**src/rtl/divider_prog.sv**
```systemverilog
// divider_prog: runtime-programmable integer clock divider.
// The divide factor can be changed while running. A new factor takes effect
// only at an output-period boundary, so clk_o never produces a runt pulse.
// When en drops, the divider finishes the current period before it stops.
// Each output period ends with a one-cycle tick_o. A load with a factor
// below 2 is rejected and reported on cfg_err_o.
// Optional build macro DIVIDER_PROG_DUTY50_EN: gives odd factors a true 50%
// duty cycle by ANDing clk_p with a copy of itself captured on the negedge.
//
// state    | meaning
// ---------+-----------------------------------------------------------
// ST_IDLE  | stopped; clk_o held low; a pending factor is applied freely
// ST_RUN   | dividing; a new period starts at every wrap
// ST_DRAIN | en dropped; finish the current period, then go to IDLE
module divider_prog #(
  parameter int DIV_W       = 8,
  parameter int DEFAULT_DIV = 5
) (
  input  logic             clk_in,
  input  logic             rst_n,
  input  logic             en,
  input  logic             div_load,
  input  logic [DIV_W-1:0] div_factor,
  output logic             clk_o,
  output logic             tick_o,
  output logic             cfg_err_o,
  output logic [DIV_W-1:0] cur_div_o
);

  typedef enum logic [1:0] {ST_IDLE, ST_RUN, ST_DRAIN} state_t;

  localparam logic [DIV_W-1:0] DEF_DIV = DIV_W'(DEFAULT_DIV);
  localparam logic [DIV_W-1:0] MIN_DIV = DIV_W'(2);
  localparam logic [DIV_W-1:0] ONE     = DIV_W'(1);
  localparam logic [DIV_W:0]   ONE_X   = (DIV_W+1)'(1);

  state_t           state_q, state_d;
  logic [DIV_W-1:0] cnt_q, cnt_d;
  logic [DIV_W-1:0] cur_div_q, cur_div_d;
  logic [DIV_W-1:0] pend_div_q, pend_div_d;
  logic             pend_vld_q, pend_vld_d;
  logic             clk_p_q, clk_p_d;
  logic             tick_q, tick_d;
  logic             cfg_err_q, cfg_err_d;

  logic             load_ok;
  logic             wrap;
  logic [DIV_W:0]   half_d;

  // Next-state, counter, factor hand-over and registered output decode.
  always_comb begin
    state_d    = state_q;
    cnt_d      = cnt_q;
    cur_div_d  = cur_div_q;
    load_ok    = div_load && (div_factor >= MIN_DIV);
    cfg_err_d  = div_load && (div_factor < MIN_DIV);
    pend_div_d = load_ok ? div_factor : pend_div_q;
    pend_vld_d = pend_vld_q | load_ok;
    wrap       = (state_q != ST_IDLE) && (cnt_q == cur_div_q - ONE);

    case (state_q)
      ST_IDLE: begin
        cnt_d = '0;
        // A stopped divider has no period to protect, so apply at once.
        if (pend_vld_q) begin
          cur_div_d  = pend_div_q;
          pend_vld_d = load_ok;
        end
        if (en) state_d = ST_RUN;
      end
      ST_RUN, ST_DRAIN: begin
        if (wrap) begin
          cnt_d   = '0;
          state_d = en ? ST_RUN : ST_IDLE;
          // A load arriving on the wrap cycle itself still makes this boundary.
          if (pend_vld_q || load_ok) cur_div_d = pend_div_d;
          pend_vld_d = 1'b0;
        end else begin
          cnt_d   = cnt_q + ONE;
          state_d = en ? ST_RUN : ST_DRAIN;
        end
      end
      default: begin
        state_d = ST_IDLE;
        cnt_d   = '0;
      end
    endcase

    // Decode the outputs from the next state so that they come straight from flops.
    half_d  = ({1'b0, cur_div_d} + ONE_X) >> 1;
    clk_p_d = (state_d != ST_IDLE) && ({1'b0, cnt_d} < half_d);
    tick_d  = (state_d != ST_IDLE) && (cnt_d == cur_div_d - ONE);
  end

  // State and output registers; reset forces clk_o low asynchronously.
  always_ff @(posedge clk_in or negedge rst_n) begin
    if (!rst_n) begin
      state_q    <= ST_IDLE;
      cnt_q      <= '0;
      cur_div_q  <= DEF_DIV;
      pend_div_q <= DEF_DIV;
      pend_vld_q <= 1'b0;
      clk_p_q    <= 1'b0;
      tick_q     <= 1'b0;
      cfg_err_q  <= 1'b0;
    end else begin
      state_q    <= state_d;
      cnt_q      <= cnt_d;
      cur_div_q  <= cur_div_d;
      pend_div_q <= pend_div_d;
      pend_vld_q <= pend_vld_d;
      clk_p_q    <= clk_p_d;
      tick_q     <= tick_d;
      cfg_err_q  <= cfg_err_d;
    end
  end

`ifdef DIVIDER_PROG_DUTY50_EN
  logic clk_n_q;
  logic clk_n_d;

  assign clk_n_d = clk_p_q;

  // Half-cycle-delayed copy of clk_p, used to trim the odd-N high phase.
  always_ff @(negedge clk_in or negedge rst_n) begin
    if (!rst_n) clk_n_q <= 1'b0;
    else        clk_n_q <= clk_n_d;
  end

  // Parity comes from cur_div_q, which only changes at a period boundary.
  assign clk_o = cur_div_q[0] ? (clk_p_q & clk_n_q) : clk_p_q;
`else
  assign clk_o = clk_p_q;
`endif

  assign tick_o    = tick_q;
  assign cfg_err_o = cfg_err_q;
  assign cur_div_o = cur_div_q;

endmodule

```
**config.mk**
```make
export PLATFORM = sky130hd
export DESIGN_NAME = divider_prog
export DESIGN_NICKNAME = d
export VERILOG_FILES = /design/src/rtl/divider_prog.sv
export SDC_FILE = /design/constraint.sdc
export NUM_CORES = 1
export LEC_CHECK = 0
export ABC_AREA = 1
export CAP_MARGIN = 20
export CELL_PAD_IN_SITES_DETAIL_PLACEMENT = 1
export CELL_PAD_IN_SITES_GLOBAL_PLACEMENT = 1
export CORE_MARGIN = 5
export CORE_UTILIZATION = 42
export DETAILED_ROUTE_END_ITERATION = 8
export GPL_TIMING_DRIVEN = 1
export PLACE_DENSITY = 0.8
export SLEW_MARGIN = 20
export SYNTH_ARGS = -nofsm -noshare
export SYNTH_HDL_FRONTEND = slang
export SYNTH_SLANG_ARGS = --single-unit
```
**constraint.sdc**
```tcl
create_clock -name clk_in -period 3.7 [get_ports clk_in]
set_input_delay 0.74 -clock clk_in [delete_from_list [all_inputs] [get_ports clk_in]]
set_output_delay 0.74 -clock clk_in [all_outputs]
set_load 0.1 [all_outputs]
```
# Yosys cells after proc, flatten, opt, wreduce, memory -nomap -nowiden

Index checks and enable logic that the tools add are counted.

Register bits after elaboration: 30
Bits of input ports: 12
Output and inout bits: 11
Logic and storage cells: 45

$add $sub $neg: 4
$lt $le $gt $ge: 3
Eq/ne operators: 4
Muxes and demuxes: 15
Bitwise gates (word level): 1
Reduce and logical (&&, ||, !) cells: 10

Operators with widths:

| operator            | count |
|---|---|
| $mux 8              | 6 |
| $eq 8x8->1          | 2 |
| $pmux 8 s2          | 1 |
| $sub 8x1->8 const B | 2 |
| $add 8x1->9 const B | 1 |
| $add 8x1->8 const B | 1 |
| $ge 8x2->1 const B  | 1 |
| $lt 8x2->1 const B  | 1 |
| $lt 8x8->1          | 1 |
| $mux 2              | 3 |
| $logic_and 1x1->1   | 5 |
| $pmux 2 s2          | 1 |
| $reduce_bool 2->1   | 2 |
| $mux 1              | 3 |
| $eq 2x1->1 const B  | 1 |
| $eq 2x2->1 const B  | 1 |
| $logic_not 2->1     | 1 |
| $pmux 1 s2          | 1 |
| $reduce_or 2->1     | 1 |
| $logic_or 1x1->1    | 1 |
| $or 1x1->1          | 1 |

# Longest topological paths before layout

Gate-level depths: netlist of run 1.

Depth after elaboration: 9
Depth in mapped cells: 26
Depth with buffers taken out: 26

# Worst setup path before layout of run 1

Ideal clock, no wire load.

Path type: register -> register
Start point: register cur_div_q[1] (netlist: cur_div_o[1])
End point: register clk_p_q (netlist: clk_o)
Setup time: 0.077 ns
Data arrival time: 3.620 ns
Required time: 3.623 ns
Setup slack: 0.003 ns
Stages on the path, launching flop included: 23
Path buffers: 0
Clock period less this slack: 3.697 ns
Cells stage by stage: dfrtp_1 > inv_2 > ha_1 > a21oi_1 > nand2_1 > nor2_1 > nand2_2 > nor2_4 > nand4_2 > nand2_1 > nand3_1 > nand2_2 > nand2_4 > inv_4 > ha_1 > nand3_1 > nor2_1 > nand2_1 > xor2_1 > ha_1 > a21oi_1 > o211ai_1 > a21oi_1

Longest elaborated chain between the ends: 8
Elaborated cells between the ends (all ways): 15

RTL lines:

| what                   | line | source |
|---|---|---|
| start, declared        | 39   | `logic [DIV_W-1:0] cur_div_q, cur_div_d;` |
| start signal, assigned | 109  | `cur_div_q <= cur_div_d;` |
| $sub 8x1->8            | 59   | `wrap = (state_q != ST_IDLE) && (cnt_q == cur_div_q - ONE);` |
| $eq 8x8->1             | 59   |  |
| $logic_and 1x1->1      | 59   |  |
| $mux 8                 | 72   | `if (wrap) begin` |
| $pmux 8 s2             | 61   | `case (state_q)` |
| named net cur_div_d[0] | 39   |  |
| $add 8x1->9            | 90   | `half_d = ({1'b0, cur_div_d} + ONE_X) >> 1;` |
| $lt 8x8->1             | 91   | `clk_p_d = (state_d != ST_IDLE) && ({1'b0, cnt_d} < half_d);` |
| $logic_and 1x1->1      | 91   |  |
| named net clk_p_d      | 42   | `logic clk_p_q, clk_p_d;` |
| end signal, assigned   | 112  | `clk_p_q <= clk_p_d;` |
| end, declared          | 42   |  |

The timed path passes the listed nets, and every way through them passes these cells.

# Worst setup path in the final report of run 1

Start point: register cur_div_q[0] (netlist: cur_div_o[0])
End point: register clk_p_q (netlist: clk_o)

The elaborated chain is that of the path after synthesis.

==> results of run 1 <==
per-stage QoR:
step / area [µm²] / util / setup TNS, ps / instances / hold WS, ps
after floorplan: 2560 / - / 0 / 379 / 444
after CTS: 3020 / 0.510 / 0 / 488 / 551
after global routing: 3050 / 0.515 / -27.2 / 490 / 576
final: 3050 / 0.515 / 0 / 490 / 552
after detailed placement: 2920 / 0.493 / -104 / 480 / 530
after global placement: 2920 / 0.493 / 0 / 480 / 537
layout make-up:
type / count / area (µm²)
Multi-Input combinational cell: 278 / 1540
Timing Repair Buffer: 35 / 313
Clock buffer: 6 / 82.6
Sequential cell: 30 / 756
Fill cell: 797 / 2870
Inverter: 64 / 246
Clock inverter: 2 / 12.5
Tap cell: 75 / 93.8
state kept, by name (all words and copies together), names as in the netlist:
name,cells
pend_div_q,8
state_q,2
cfg_err_o,1
cnt_q,8
tick_o,1
clk_o,1
pend_vld_q,1
cur_div_o,8
worst min-delay path by stage:
stage | endpoint | slack (ps) | depth (start not counted)
2_1_floorplan | cfg_err_o | 440 | 0
3_3_place_gp | pend_div_q[7] | 540 | 2
3_5_place_dp | pend_div_q[7] | 530 | 2
4_1_cts | pend_div_q[7] | 550 | 2
5_1_grt | pend_div_q[7] | 580 | 2
6_report | pend_div_q[7] | 550 | 2
logic make-up (layout without fill, tap and decap cells):
family / count (synthesis) / count (layout) / share of synthesized area
AND/OR/NAND/NOR: 206 / 206 / 0.381
buffers and inverters: 71 / 107 / 0.108
AO/OA/AOI/OAI: 43 / 43 / 0.0973
flip-flops: 30 / 30 / 0.295
XOR/XNOR: 16 / 16 / 0.0548
adder cells (fa/ha/maj): 13 / 13 / 0.0636
repair_timing:
action / 4_1_cts / 5_1_grt
buffers inserted: 0 / 2
gates resized for setup: 0 / 6
setup endpoints to repair: 0 / 1
worst min-delay path, stage by stage (launching register included):
cell and delay (ps):
dfrtp_1 350, nand2_1 60, o21ai_0 100
synthesized netlist by cell type (all sizes together):
cell type    n  area, µm²
a211oi       1       7.51
nand3b       1       7.51
nor3         1       5.00
a31oi        2       12.5
nand2      121        519
inv         63        241
nand4        4       31.3
dfstp        4        105
clkinv       1       5.00
ha          13        163
o21a         8       60.1
o211ai       2       15.0
or2          1       6.26
clkbuf       5       18.8
buf          2       10.0
nor3b        1       7.51
dfrtp       26        651
nand3       38        208
o21ai       15       78.8
xnor2        3       26.3
nor2        39        191
a21oi       15       75.1
xor2        13        114
metal layers:
metal / share of wire / up-vias / global-route usage
li1: - / 1251 / -
met1: 0.45 / 1168 / 0.241
met2: 0.51 / 27 / 0.389
met3: 0.028 / 11 / 0.0414
met4: 0.017 / 0 / 0.0632
met5: 0 / - / 0
==> flow_summary.ini, run 1 <==
[global_routing]
antenna_found_initial = 0
grt_max_degree = 31
track_usage = 0.209
grt_pass1_wl_um = 12500
grt.overflow.total = 0
first_global_vias = 2604

[synth]
synth_nets = 404
yosysSeqAreaShare = 0.295
synth-seq-cells = 30
ys_types = 34
synthCells = 379
netlist_area_um2 = 2560
yosys_warnings = 0
post_synth.cell_area_avg_um2 = 6.75

[run_status]
status = finished, final reports clean

[final_layout]
diodes = 0
post_route_cells_drive_above_1_share = 0.178
final_common_cell = nand2_1
areaGrowthSynthToFinish_pct = 19.1
layout_common_cells = nand2_1, inv_1, nand3_1
fin_nets = 439

[drt]
viasPerCell = 5.01
vias = 2457
firstDrtPassIters = 4
drtIter0Drc = 82
drc = 0
ant_nets = 0
wl_per_cell_um = 15.2
wl_um = 7450

[placement]
pre_cts_slack_ps = -104
dpl.hpwl_um = 6020
io_buffers = 22
gp_congestion = 0.854

[sta]
tightest_slew_ps = 972
fin_crit_sh = 0.936
worst_slack_ps = 238
max_freq_mhz = 289
max-slew-margin-rel = 0.350
maxSlewViolCount = 0
period_needed_ps = 3460
skew_ps = 8.27
setup_viol = 0
finalHoldViolCount = 0

[clock_tree]
max-clock-path-buffers = 2
clock-sinks = 30
insertion_delay_ps = 290
cts_tree = yes
clk_pin_slew_ps = 70
htreeDepth = 2
cts_made_buffers = 5
cts_root_buffer = clkbuf_8
cts_hold_buf = 0

[setup_path]
worstSetupPathType = register to register
crit_fanout = 6
cp_slowest_stage_delay_ps = 580
r2r_setup_slack_ps = 240
crit_family = simple AND/OR/NAND/NOR gates
cp-start-kind = register
r2r_cells = 25
timing.rr.start = cur_div_o[0]
startpoint = cur_div_o[0]
critPathArrivalTime_ps = 3640
crit_end = clk_o
r2r-end = clk_o
critPathBufInv = 3
cp.depth = 25
critPathMostFrequentCell = nand2_1
cpMaxStageDelayCell = dfstp_2
required_ps = 3880
end_kind = register

[run]
max_cap_viol_count = 0

[die]
core_um2 = 5920
die_h_um = 88.1
rows = 28
start_util = 0.432
die_w_um = 88.1
die-area_um2 = 7750
ioPinCount = 23

[hold_path]
hold_start = pend_div_q[7]
hold_class = register to register
Power of run 1 is left out: the tool's default activity adds up to more than one toggle a clock period on the data nets, which glitch-free logic cannot reach.
==> inputs of run 2 (changes only) <==
Settings changed: CAP_MARGIN 20 to 10, CTS_CLUSTER_DIAMETER set to 120.
==> results of run 2 <==
Final layout, timing and power as in run 1 (identical DEF).
Power of run 2 is left out for the same reason.
